### src/rtl/spireg_pkg.sv
// rtl/spireg_pkg.sv - shared address map and fast command codes for spireg
package spireg_pkg;

   localparam int SPIREG_ADDR_CTRL = 0;
   localparam int SPIREG_ADDR_EVT  = 1;
   localparam int SPIREG_ADDR_IEN  = 2;

   localparam logic [5:0] SPIREG_FC_EVT_CLR = 6'd63;
   localparam logic [5:0] SPIREG_FC_RSVD    = 6'd62;

   typedef enum logic [1:0] {
      FC_NOP,
      FC_CTRL_BIT,
      FC_EVT_CLR
   } spireg_fc_e;

   // Codes 0..61 address CTRL bit code>>1 with value code[0].
   function automatic spireg_fc_e spireg_fc_decode(input logic vld, input logic [5:0] code);
      if (!vld)                          return FC_NOP;
      else if (code == SPIREG_FC_EVT_CLR) return FC_EVT_CLR;
      else if (code == SPIREG_FC_RSVD)    return FC_NOP;
      else                                return FC_CTRL_BIT;
   endfunction

endpackage

### src/rtl/spireg_regfile_if.sv
// rtl/spireg_regfile_if.sv - register/fastcmd bus between spireg and its register file
interface spireg_regfile_if #(
   parameter int ADDR_W = 3,
   parameter int REG_W  = 16
);
   logic [ADDR_W-1:0] reg_addr;
   logic [REG_W-1:0]  reg_data_i;
   logic [REG_W-1:0]  reg_data_o;
   logic              reg_data_o_vld;
   logic [7:0]        status;
   logic [5:0]        fastcmd;
   logic              fastcmd_vld;

   modport master (
      output reg_addr, reg_data_o, reg_data_o_vld, fastcmd, fastcmd_vld,
      input  reg_data_i, status
   );

   modport slave (
      input  reg_addr, reg_data_o, reg_data_o_vld, fastcmd, fastcmd_vld,
      output reg_data_i, status
   );
endinterface

### src/rtl/spireg_evt.sv
// rtl/spireg_evt.sv - sticky event bits with rising-edge set, W1C and clear-all
module spireg_evt
   import spireg_pkg::*;
#(
   parameter int W = 16
) (
   input  logic         clk,
   input  logic         nrst,
   input  logic [W-1:0] evt_in,
   input  logic [W-1:0] w1c_mask,
   input  logic         clr_all,
   output logic [W-1:0] evt
);
   logic [W-1:0] evt_prev;
   logic [W-1:0] rise;

   assign rise = evt_in & ~evt_prev;

   // evt_prev resets high so inputs already high at release do not fire.
   always_ff @(posedge clk or negedge nrst) begin
      if (!nrst) begin
         evt_prev <= '1;
         evt      <= '0;
      end else begin
         evt_prev <= evt_in;
         evt      <= clr_all ? rise : ((evt & ~w1c_mask) | rise);
      end
   end
endmodule

### src/rtl/spireg_regfile.sv
// rtl/spireg_regfile.sv - parametrised register file behind spireg (CTRL, EVT, IEN, RW, RO)
module spireg_regfile
   import spireg_pkg::*;
#(
   parameter int               ADDR_W   = 3,
   parameter int               REG_W    = 16,
   parameter int               RO_BASE  = 4,
   parameter logic [REG_W-1:0] CTRL_RST = '0
) (
   input  logic                                      clk,
   input  logic                                      nrst,
   spireg_regfile_if.slave                           bus,
   input  logic [REG_W-1:0]                          evt_in,
   input  logic [((1 << ADDR_W) - RO_BASE)*REG_W-1:0] ro_data,
   output logic [RO_BASE*REG_W-1:0]                  rw_regs,
   output logic [(1 << ADDR_W)-1:0]                  wr_stb,
   output logic                                      irq
);
   localparam int N_REGS = 1 << ADDR_W;

   logic [REG_W-1:0]  rw_q     [RO_BASE];
   logic [REG_W-1:0]  all_regs [N_REGS];
   logic [REG_W-1:0]  evt;
   logic [REG_W-1:0]  ctrl_nxt;
   logic [REG_W-1:0]  w1c_mask;
   logic [N_REGS-1:0] wr_hit;
   spireg_fc_e        fc_op;

   assign fc_op = spireg_fc_decode(bus.fastcmd_vld, bus.fastcmd);

   always_comb begin
      wr_hit = '0;
      for (int a = 0; a < RO_BASE; a++) begin
         if (bus.reg_data_o_vld && bus.reg_addr == ADDR_W'(a)) wr_hit[a] = 1'b1;
      end
   end

   // fastcmd is applied after the bus write so it wins on a shared CTRL bit.
   always_comb begin
      ctrl_nxt = wr_hit[SPIREG_ADDR_CTRL] ? bus.reg_data_o : rw_q[SPIREG_ADDR_CTRL];
      for (int i = 0; i < REG_W; i++) begin
         if (fc_op == FC_CTRL_BIT && int'(bus.fastcmd[5:1]) == i) ctrl_nxt[i] = bus.fastcmd[0];
      end
   end

   assign w1c_mask = wr_hit[SPIREG_ADDR_EVT] ? bus.reg_data_o : '0;

   spireg_evt #(.W(REG_W)) u_evt (
      .clk      (clk),
      .nrst     (nrst),
      .evt_in   (evt_in),
      .w1c_mask (w1c_mask),
      .clr_all  (fc_op == FC_EVT_CLR),
      .evt      (evt)
   );

   always_ff @(posedge clk or negedge nrst) begin
      if (!nrst) begin
         rw_q[SPIREG_ADDR_CTRL] <= CTRL_RST;
         for (int a = 1; a < RO_BASE; a++) rw_q[a] <= '0;
         wr_stb <= '0;
         irq    <= 1'b0;
      end else begin
         rw_q[SPIREG_ADDR_CTRL] <= ctrl_nxt;
         for (int a = 2; a < RO_BASE; a++) begin
            if (wr_hit[a]) rw_q[a] <= bus.reg_data_o;
         end
         wr_stb <= wr_hit;
         irq    <= |(evt & rw_q[SPIREG_ADDR_IEN]);
      end
   end

   for (genvar g = 0; g < N_REGS; g++) begin : g_map
      if (g == SPIREG_ADDR_EVT) begin : g_evt
         assign all_regs[g] = evt;
      end else if (g < RO_BASE) begin : g_rw
         assign all_regs[g] = rw_q[g];
      end else begin : g_ro
         assign all_regs[g] = ro_data[(g-RO_BASE)*REG_W +: REG_W];
      end
      if (g < RO_BASE) begin : g_out
         assign rw_regs[g*REG_W +: REG_W] = all_regs[g];
      end
   end

   assign bus.reg_data_i = all_regs[bus.reg_addr];
   assign bus.status     = {irq, |evt, rw_q[SPIREG_ADDR_CTRL][5:0]};
endmodule

### src/flat_wrapper.sv
// flat-port wrapper written by rule: the top's interface ports become plain ports
module spireg_regfile_flat import spireg_pkg::*;
#(
   parameter int               ADDR_W   = 3,
   parameter int               REG_W    = 16,
   parameter int               RO_BASE  = 4,
   parameter logic [REG_W-1:0] CTRL_RST = '0
)
  (clk, nrst, evt_in, ro_data, rw_regs, wr_stb, irq, bus_reg_addr, bus_reg_data_o, bus_reg_data_o_vld, bus_fastcmd, bus_fastcmd_vld, bus_reg_data_i, bus_status);
  spireg_regfile_if #(.ADDR_W(ADDR_W), .REG_W(REG_W)) bus_i ();
  input  logic clk;
  input  logic nrst;
  input  logic [REG_W-1:0] evt_in;
  input  logic [((1 << ADDR_W) - RO_BASE)*REG_W-1:0] ro_data;
  output logic [RO_BASE*REG_W-1:0] rw_regs;
  output logic [(1 << ADDR_W)-1:0] wr_stb;
  output logic irq;
  input wire logic [$bits(bus_i.reg_addr)-1:0] bus_reg_addr;
  input wire logic [$bits(bus_i.reg_data_o)-1:0] bus_reg_data_o;
  input wire logic [$bits(bus_i.reg_data_o_vld)-1:0] bus_reg_data_o_vld;
  input wire logic [$bits(bus_i.fastcmd)-1:0] bus_fastcmd;
  input wire logic [$bits(bus_i.fastcmd_vld)-1:0] bus_fastcmd_vld;
  output wire logic [$bits(bus_i.reg_data_i)-1:0] bus_reg_data_i;
  output wire logic [$bits(bus_i.status)-1:0] bus_status;
  assign bus_i.reg_addr = bus_reg_addr;
  assign bus_i.reg_data_o = bus_reg_data_o;
  assign bus_i.reg_data_o_vld = bus_reg_data_o_vld;
  assign bus_i.fastcmd = bus_fastcmd;
  assign bus_i.fastcmd_vld = bus_fastcmd_vld;
  assign bus_reg_data_i = bus_i.reg_data_i;
  assign bus_status = bus_i.status;
  spireg_regfile #(.ADDR_W(ADDR_W), .REG_W(REG_W), .RO_BASE(RO_BASE), .CTRL_RST(CTRL_RST)) u_core (.clk(clk), .nrst(nrst), .bus(bus_i), .evt_in(evt_in), .ro_data(ro_data), .rw_regs(rw_regs), .wr_stb(wr_stb), .irq(irq));
endmodule
### config.mk
export PLATFORM = sky130hd
export DESIGN_NAME = spireg_regfile_flat
export DESIGN_NICKNAME = d
export VERILOG_FILES = /design/src/rtl/spireg_pkg.sv /design/src/rtl/spireg_regfile_if.sv /design/src/rtl/spireg_evt.sv /design/src/rtl/spireg_regfile.sv /design/src/flat_wrapper.sv
export SDC_FILE = /design/constraint.sdc
export NUM_CORES = 1
export LEC_CHECK = 0
export BUFFER_PORTS_ARGS = -buffer_cell sky130_fd_sc_hd__buf_2
export CORE_ASPECT_RATIO = 1.4
export CORE_UTILIZATION = 53
export CTS_BUF_LIST = sky130_fd_sc_hd__clkbuf_4
export DETAILED_ROUTE_END_ITERATION = 10
export PLACE_DENSITY = 0.88
export SLEW_MARGIN = 10
export SYNTH_ARGS = -nofsm -noshare
export SYNTH_HDL_FRONTEND = slang
export SYNTH_HIERARCHICAL = 1
export SYNTH_SLANG_ARGS = --single-unit
### constraint.sdc
create_clock -name clk -period 9.7 [get_ports clk]
set_input_delay 2.91 -clock clk [delete_from_list [all_inputs] [get_ports clk]]
set_output_delay 2.91 -clock clk [all_outputs]
set_load 0.05 [all_outputs]
==> run summary, run 1 <==
Seq pwr share - 0.407
GPL Wtd Cong - 0.881
I/O pins - 206
Via/cell ratio - 5.90
Number of global-route vias before repair - 3785
FF+latch count, synth - 85
Site Rows - 40
Synth warn - 6
NumNets Final - 637
Post-synth top area share - 0.362
Min-Delay Path Class - register to register
GRT busiest layer - met2
TritonCTS buffer count - 9
Tot GR Track Use - 0.297
Worst-Skew Late Latency - 440 ps
First-pass GRT wire length - 20000 um
Switching Power - 530 uW
Initial core utilization - 0.550
Critical path fanouts, max - 21
CTS tree - done
Fin. max-slew vios - 0
Combinational fraction of design power - 0.451
Setup TNS Final - 0 ps
Detailed Place HPWL - 10100 um
Yosys cell types - 32
Post-Syn Area - 0.00477 mm2
Die area - 0.00938 mm2
Max VDD drop - 0.000133 V
Buf/Inv on CP - 3
Largest net degree at the start of global routing - 86
Register Area - 0.00215 mm2
Endpoint class of the critical path - primary output
Max stage delay on crit path - 570 ps
Highest Clock Rate - 128 MHz
Die Height - 114 um
Share of cells above drive strength 1 - 0.666
Final Util - 0.673
Commonest non-fill, non-tap cell in the layout - buf_2
Final ANT Viol Nets - 0
Crit path time final - 7790 ps
Setup violations, final - 0
Unrepaired setup endpoints after global routing - no
Hold buffer count at CTS - 0
Die extent in x - 82.1 um
Clock power frac - 0.142
Slew Limit Headroom - 0.282
Largest cells by area after synthesis - dfrtp_1 (36%), mux2_2 (18%), mux4_2 (15%)
Mapped Cells - 342
Clk buf depth - 2
Initial antenna violation count - 1
Clock root cell - clkbuf_4
Most frequent cells in the layout - buf_2 (200), mux2_2 (78), dfrtp_1 (69), inv_1 (33), mux4_2 (32)
Switching Share - 0.458
CP required - 6790 ps
Worst-margin pin slew - 1080 ps
Number of fillers in the final layout - 669
Power Internal - 628 uW
Met1 GRT Util - 0.348
Post_cts resized - 0
CP cell instances - buf_2 -> buf_4 -> mux4_2 -> mux2_2 -> buf_2
Area added between synthesis and finish - 22.3%
Final wirelength - 13400 um
Area of the multi-input gates - 0.00229 mm2
PortBufs - 201
Met3 Use GR - 0.0518
Reg clk slew, reported paths - 110 ps
Met2 usage - 0.514
DRC viols - 0
DR vias - 3769
Final Hold Viols - 0
Static leakage - 2.75 nW
PwrDens - 199 mW/mm2
Skew final - 15.2 ps
Setup Crit Path Kind - primary input to primary output
H-tree depth - 3
Leading area contributor after synthesis - dfrtp_1
# Post-CTS Setup Buffers - 0
Critical path's slowest cell - mux4_2
Status - finished clean
1st-iter DRT viols - 295
Post-synthesis sequential area ratio - 0.451
Arr. time, crit path - 4880 ps
Core region area - 0.00866 mm2
Num Clock Sinks - 85
Avg Inst Size Synth - 13.9 um2
DRT Pass-1 Iters - 4
Max Cap Viol - 0
Fin crit share - 0.803
Crit path max-delay family - buffers and inverters
Most used cell, CP - buf_2
Global route overflow - 0
Worst Setup Start Kind - primary input
WL/cell - 21.0 um
final timing paths:
check | startpoint | to | slack, ps | cells past startpoint
max reg2reg | u_core/u_evt/evt[2]$_DFF_PN0_ | u_core/irq$_DFF_PN0_ | 8400 | 3
max | bus_reg_addr[0] | bus_reg_data_i[6] | 1910 | 5
max in group asynchronous | nrst | u_core/rw_regs[61]$_DFFE_PN0P_ | 6350 | 1
min in group asynchronous | nrst | u_core/rw_regs[54]$_DFFE_PN0P_ | 2630 | 1
min | u_core/u_evt/evt_prev[9]$_DFF_PN1_ | u_core/u_evt/evt[9]$_DFF_PN0_ | 500 | 1
min reg2reg | u_core/u_evt/evt_prev[9]$_DFF_PN1_ | u_core/u_evt/evt[9]$_DFF_PN0_ | 500 | 1
cell usage after synthesis, drive strengths merged:
library cell	count
nor2	2
nand3	3
nand4b	2
nand4	2
mux4	32
and3b	2
nor3b	4
nor4b	2
a22o	4
inv	33
o32ai	16
clkbuf	9
and2	16
nand2	11
buf	23
a221oi	4
nor2b	3
conb	1
mux2	80
dfstp	16
dfrtp	69
nor4bb	2
nor4	4
nor3	2
sequential cells by signal, indices dropped and copies added, names as in the netlist:
register	flops
u_core/rw_regs	42
u_core/u_evt/evt	16
u_core/u_evt/evt_prev	16
u_core/bus.status	6
u_core/wr_stb	4
u_core/irq	1
routing by layer:
metal	share of wire	routed length, um	vias up
met5	0	0	-
met4	0.029	386	0
met3	0.063	843	32
met2	0.54	7230	186
met1	0.37	4950	1911
li1	-	-	1640
final cells by class:
class	count	share of cell area
clock inverters	7	0.00558
flip-flops and latches	85	0.368
clock buffers	9	0.0116
multi-input cells	195	0.393
well taps	105	0.0225
diodes	1	0.000429
repair buffers	204	0.177
inverters	33	0.0213
per-stage QoR:
stage	area (um2)	cells	total power [mW]	setup WS [ps]	hold slack, ps
after floorplan	4780	345	0.863	2510	462
after detailed placement	5720	622	1.00	1870	472
after CTS	5820	638	1.16	1870	500
after global placement	5720	622	0.986	1920	464
final	5830	639	1.16	1910	497
after global routing	5830	639	1.21	1760	511
power groups by stage:
stage / Clock [mW] / Sequential, mW / Combinational, mW
2_1_floorplan: 0 / 0.638 / 0.225
3_3_place_gp: 0 / 0.472 / 0.514
3_5_place_dp: 0 / 0.476 / 0.524
4_1_cts: 0.169 / 0.469 / 0.525
5_1_grt: 0.184 / 0.477 / 0.546
6_report: 0.164 / 0.471 / 0.522
logic make-up after synthesis:
kind of cell	share of synthesized area
muxes	0.340
DFF	0.451
buffers and inverters	0.0722
and+or+nand+nor	0.0740
AOI/OAI and AO/OA	0.0622
other	0.000787
(Power assumes the default switching activity.)
==> inputs of run 2 (changes only) <==
--- a/config.mk
+++ b/config.mk
@@ -7,10 +7,10 @@
 export LEC_CHECK = 0
 export BUFFER_PORTS_ARGS = -buffer_cell sky130_fd_sc_hd__buf_2
 export CORE_ASPECT_RATIO = 1.4
-export CORE_UTILIZATION = 53
+export CORE_UTILIZATION = 50
 export CTS_BUF_LIST = sky130_fd_sc_hd__clkbuf_4
 export DETAILED_ROUTE_END_ITERATION = 10
-export PLACE_DENSITY = 0.88
+export PLACE_DENSITY = 0.84
 export SLEW_MARGIN = 10
 export SYNTH_ARGS = -nofsm -noshare
 export SYNTH_HDL_FRONTEND = slang
==> constraint.sdc (replaced) <==
create_clock -name clk -period 7.9 [get_ports clk]
set_input_delay 2.37 -clock clk [delete_from_list [all_inputs] [get_ports clk]]
set_output_delay 2.37 -clock clk [all_outputs]
set_load 0.05 [all_outputs]
==> run 2 against run 1 <==
- sequential share of layout area decreased by 0.60 points
- flip-flop and latch count unchanged
- clock skew is 2.1 ps lower
- power grew 32%
- wire length grew 1.9%
- clock-buffer cell count unchanged
- largest cell class unchanged
- global-route usage decreased by 1.4 points
- via count is 0.37% higher
- hold slack got worse by 1.8 ps
- the flow now finishes with violations (DRC)
- non-clock buffer count stayed put
==> run summary, run 2 (synthesis gave the netlist of run 1 again) <==
Max Cap Viol - 0
Site Rows - 41
Reg clk slew, reported paths - 130 ps
Hold buffer count at CTS - 0
Seq pwr share - 0.380
Power, Total - 1.53 mW
I/O pins - 206
Post_cts resized - 0
Failing checks - DRC
Die area - 0.00993 mm2
PortBufs - 201
Clock root cell - clkbuf_4
Power Internal - 870 uW
DR vias - 3783
Hold EP - u_core/u_evt/evt[13]$_DFF_PN0_
Area added between synthesis and finish - 24.3%
Critical path fanouts, max - 20
Max VDD drop - 0.000153 V
Final ANT Viol Nets - 0
Die extent in x - 84.5 um
Number of global-route vias before repair - 3915
Initial antenna violation count - 1
Setup violations, final - 0
Slew Limit Headroom - 0.298
Combinational fraction of design power - 0.419
Buf/Inv on CP - 3
Die Height - 118 um
Number of cells on the worst hold path - 1
TritonCTS buffer count - 9
Min-Delay Path Class - register to register
Static leakage - 2.79 nW
Final Hold Viols - 0
1st-iter DRT viols - 281
Worst Setup Start Kind - primary input
Setup Crit Path Kind - primary input to primary output
Detailed Place HPWL - 10300 um
Num Clock Sinks - 85
CTS tree - done
CP cell instances - buf_2 -> buf_12 -> mux4_2 -> mux2_2 -> buf_2
Arr. time, crit path - 4140 ps
Switching Power - 662 uW
Slack of the worst reg-to-reg path - 6640 ps
CP required - 5530 ps
R2R cell count - 3
Crit path time final - 6510 ps
Endpoint class of the critical path - primary output
Critical path's slowest cell - mux4_2
Hold_sp - u_core/u_evt/evt_prev[13]$_DFF_PN1_
Core region area - 0.00913 mm2
Skew final - 13.1 ps
WL/cell - 21.3 um
Clk buf depth - 2
Final wirelength - 13700 um
H-tree depth - 3
Clock power frac - 0.201
DRT Pass-1 Iters - 8
Max reg flops - 42
Worst-Skew Late Latency - 440 ps
GPL Wtd Cong - 0.864
Status - finished with violations
NumNets Final - 637
Fin. max-slew vios - 0
Setup TNS Final - 0 ps
Highest Clock Rate - 154 MHz
First-pass GRT wire length - 21400 um
Fin crit share - 0.823
RR Endpoint - u_core/irq$_DFF_PN0_
Largest net degree at the start of global routing - 86
Initial core utilization - 0.522
Share of cells above drive strength 1 - 0.670
Worst-margin pin slew - 1050 ps
Placement Cell Area - 0.00574 mm2
Max stage delay on crit path - 530 ps
Worst R2R Start - u_core/u_evt/evt[15]$_DFF_PN0_
Most used cell, CP - buf_2
Via/cell ratio - 5.90
Crit path max-delay family - buffers and inverters
DRC viols - 19
Hold Worst Slack - 495 ps
Unrepaired setup endpoints after global routing - no
Tot GR Track Use - 0.284
Commonest non-fill, non-tap cell in the layout - buf_2
Global route overflow - 0
Most frequent cells in the layout - buf_2 (200), mux2_2 (78), dfrtp_1 (69), inv_1 (33), mux4_2 (32)
Switching Share - 0.432
PwrDens - 259 mW/mm2
Post-route cell area - 0.00592 mm2
# Post-CTS Setup Buffers - 0
[run 2: changes by cell type in the layout (fill, tap and decap cells not counted)]
cell and delta:
bufinv_16 +3, clkinv_1 -2, clkinv_2 -2, clkinv_4 +1
buf_4 -1, buf_12 +1
[run 2: worst max path at each step]
stage / start / to / cells after the start
2_1_floorplan: bus_reg_addr[0] / bus_reg_data_i[10] / 4
3_3_place_gp: bus_reg_addr[0] / bus_reg_data_i[0] / 5
3_5_place_dp: bus_reg_addr[0] / bus_reg_data_i[6] / 5
4_1_cts: bus_reg_addr[0] / bus_reg_data_i[6] / 5
5_1_grt: bus_reg_addr[0] / bus_reg_data_i[6] / 5
6_report: bus_reg_addr[0] / bus_reg_data_i[6] / 5
[run 2: power groups by stage]
stage	registers [mW]	logic [mW]	clock network, mW
4_1_cts	0.580	0.645	0.315
5_1_grt	0.591	0.667	0.334
6_report	0.582	0.642	0.308
3_5_place_dp	0.589	0.643	0
3_3_place_gp	0.588	0.631	0
2_1_floorplan	0.784	0.276	0
[run 2: per-stage QoR]
step | instances | setup WS [ps] | utilization
final | 641 | 1390 | 0.649
after global routing | 641 | 1300 | 0.649
after CTS | 640 | 1370 | 0.648
after detailed placement | 624 | 1370 | 0.629
after global placement | 624 | 1430 | 0.629
after floorplan | 345 | 1790 | -
[run 2: final cells by class]
type / instances / area, um2
clock buffer: 9 / 67.6
tap: 107 / 134
multi-input combinational: 195 / 2290
inverter: 33 / 124
antenna: 1 / 2.50
timing repair buffer: 204 / 1040
fill: 715 / 3210
sequential: 85 / 2150
clock inverter: 7 / 114
[run 2: worst reg2reg max path, stage by stage (launching register included)]
cell and delay (ps):
dfrtp_1 490, a22o_1 250, a221oi_1 270, nand4_1 140
[run 2: layer usage]
metal  vias to the layer above  wire length (um)  global-route usage
met5                         -                 0                   0
met2                       216              7190               0.482
li1                       1645                 -                   -
met3                        35              1080              0.0561
met1                      1887              4940               0.342
met4                         0               462               0.140
==> inputs of run 3 (changes only) <==
--- a/config.mk
+++ b/config.mk
@@ -7,10 +7,10 @@
 export LEC_CHECK = 0
 export BUFFER_PORTS_ARGS = -buffer_cell sky130_fd_sc_hd__buf_2
 export CORE_ASPECT_RATIO = 1.4
-export CORE_UTILIZATION = 50
+export CORE_UTILIZATION = 45
 export CTS_BUF_LIST = sky130_fd_sc_hd__clkbuf_4
 export DETAILED_ROUTE_END_ITERATION = 10
-export PLACE_DENSITY = 0.84
+export PLACE_DENSITY = 0.79
 export SLEW_MARGIN = 10
 export SYNTH_ARGS = -nofsm -noshare
 export SYNTH_HDL_FRONTEND = slang
==> constraint.sdc (replaced) <==
create_clock -name clk -period 5.69 [get_ports clk]
set_input_delay 1.707 -clock clk [delete_from_list [all_inputs] [get_ports clk]]
set_output_delay 1.707 -clock clk [all_outputs]
set_load 0.05 [all_outputs]
==> run 3 against run 2 <==
- the flow now finishes without violations
- first-iteration DRC count down 20%
- flip-flop and latch count did not move
- register-to-register slack got worse by 2300 ps
- wire length increased by 3.4%
- critical path depth shrank 1
- clock power shrank 2%
- hold slack worse by 9.9 ps
- core utilization down 7.9 points
- via count decreased by 0.69%
- largest cell class unchanged
- largest power group unchanged
==> run summary, run 3 (synthesis gave the netlist of run 1 again) <==
Status - finished clean
Setup Crit Path Kind - primary input to primary output
Slew Limit Headroom - 0.281
Global route overflow - 0
Number of global-route vias before repair - 3714
CTS tree - done
Reg clk slew, reported paths - 130 ps
Placement Cell Area - 0.00578 mm2
PwrDens - 338 mW/mm2
Final Hold Viols - 0
I/O pins - 206
GPL Wtd Cong - 0.895
CP required - 3980 ps
Hold EP - u_core/u_evt/evt[12]$_DFF_PN0_
Final wirelength - 14100 um
Core region area - 0.0103 mm2
Final Util - 0.570
Area added between synthesis and finish - 23.7%
First-pass GRT wire length - 20600 um
PortBufs - 201
Combinational fraction of design power - 0.445
Via/cell ratio - 5.58
Endpoint class of the critical path - primary output
Worst-margin pin slew - 1080 ps
Skew final - 13.8 ps
Highest Clock Rate - 198 MHz
Fin. max-slew vios - 0
Worst Setup Start Kind - primary input
Clk buf depth - 2
Clock power frac - 0.152
DR vias - 3757
Share of cells above drive strength 1 - 0.672
Post_cts resized - 0
Fin crit share - 0.888
Slack of the worst reg-to-reg path - 4370 ps
Setup TNS Final - 0 ps
NumNets Final - 637
Clock root cell - clkbuf_4
Number of cells on the worst hold path - 1
RR Endpoint - u_core/irq$_DFF_PN0_
TritonCTS buffer count - 9
Die extent in x - 89.0 um
Seq pwr share - 0.403
Final setup margin - 637 ps
Hold buffer count at CTS - 0
DRC viols - 0
Hold_sp - u_core/u_evt/evt_prev[12]$_DFF_PN1_
Die Height - 124 um
Switching Share - 0.450
Worst R2R Start - u_core/u_evt/evt[2]$_DFF_PN0_
Site Rows - 44
Worst-Skew Late Latency - 440 ps
# Post-CTS Setup Buffers - 0
Num Clock Sinks - 85
Final non-filler cell total - 673
Critical path fanouts, max - 36
Max VDD drop - 0.000173 V
Post-route cell area - 0.00589 mm2
Commonest non-fill, non-tap cell in the layout - buf_2
Hold Worst Slack - 485 ps
Switching Power - 898 uW
Worst slack, placed - 613 ps
WL/cell - 21.0 um
Min-Delay Path Class - register to register
Power, Total - 1.99 mW
Placed cells - 655
Initial antenna violation count - 3
Most frequent cells in the layout - buf_2 (200), mux2_2 (78), dfrtp_1 (69), inv_1 (33), mux4_2 (32)
R2R cell count - 3
Static leakage - 2.77 nW
H-tree depth - 3
Tot GR Track Use - 0.261
Die area - 0.0110 mm2
Power Internal - 1.10 mW
Max reg flops - 42
Max Cap Viol - 0
1st-iter DRT viols - 225
Initial core utilization - 0.460
Unrepaired setup endpoints after global routing - no
Crit path time final - 5050 ps
Detailed Place HPWL - 10300 um
Largest net degree at the start of global routing - 86
Final ANT Viol Nets - 0
Setup violations, final - 0
Arr. time, crit path - 3350 ps
Number of fillers in the final layout - 913
DRT Pass-1 Iters - 4
[run 3: changes by cell type in the layout (fill, tap and decap cells not counted)]
cell and change:
clkbuf_4 +4, clkinv_2 +2, clkinv_4 -1, diode_2 +1, clkinvlp_4 -1, clkinv_1 -1
bufinv_16 -3
[run 3: power groups by stage]
stage	registers (mW)	logic (mW)	clock network, mW
global placement	0.808	0.874	0
detailed placement	0.812	0.889	0
global route	0.815	0.928	0.342
CTS	0.801	0.890	0.313
finish	0.802	0.887	0.303
floorplan	1.09	0.383	0
[run 3: worst max-delay path by stage]
stage                    startpoint                  to  slack [ps]  depth (start not counted)
floorplan           bus_reg_addr[0]  bus_reg_data_i[10]         910                          4
global placement    bus_reg_addr[1]  bus_reg_data_i[11]         690                          4
detailed placement  bus_reg_addr[1]  bus_reg_data_i[11]         610                          4
CTS                 bus_reg_addr[1]  bus_reg_data_i[11]         630                          4
global route        bus_reg_addr[1]  bus_reg_data_i[11]         560                          4
finish              bus_reg_addr[1]  bus_reg_data_i[11]         640                          4
[run 3: area by class of cell]
| cell class | count | area (um2) | share of cell area |
|---|---|---|---|
| Tap cell | 138 | 173 | 0.0293 |
| Multi-Input combinational cell | 195 | 2290 | 0.389 |
| Timing Repair Buffer | 204 | 1040 | 0.177 |
| Inverter | 33 | 124 | 0.0210 |
| Antenna cell | 2 | 5.00 | 0.000849 |
| Clock buffer | 13 | 97.6 | 0.0166 |
| Clock inverter | 3 | 13.8 | 0.00233 |
| Sequential cell | 85 | 2150 | 0.364 |
[run 3: worst max-delay path, cell delays in order]
cell,delay (ps)
buf_2,690
mux4_2,440
mux2_2,280
buf_2,210
[run 3: routing by layer]
| layer | up-vias | part of all wire | global-route usage |
|---|---|---|---|
| li1 | 1630 | - | - |
| met1 | 1910 | 0.39 | 0.317 |
| met2 | 191 | 0.53 | 0.450 |
| met3 | 24 | 0.064 | 0.0437 |
| met4 | 2 | 0.022 | 0.118 |
| met5 | - | 0.00092 | 0 |
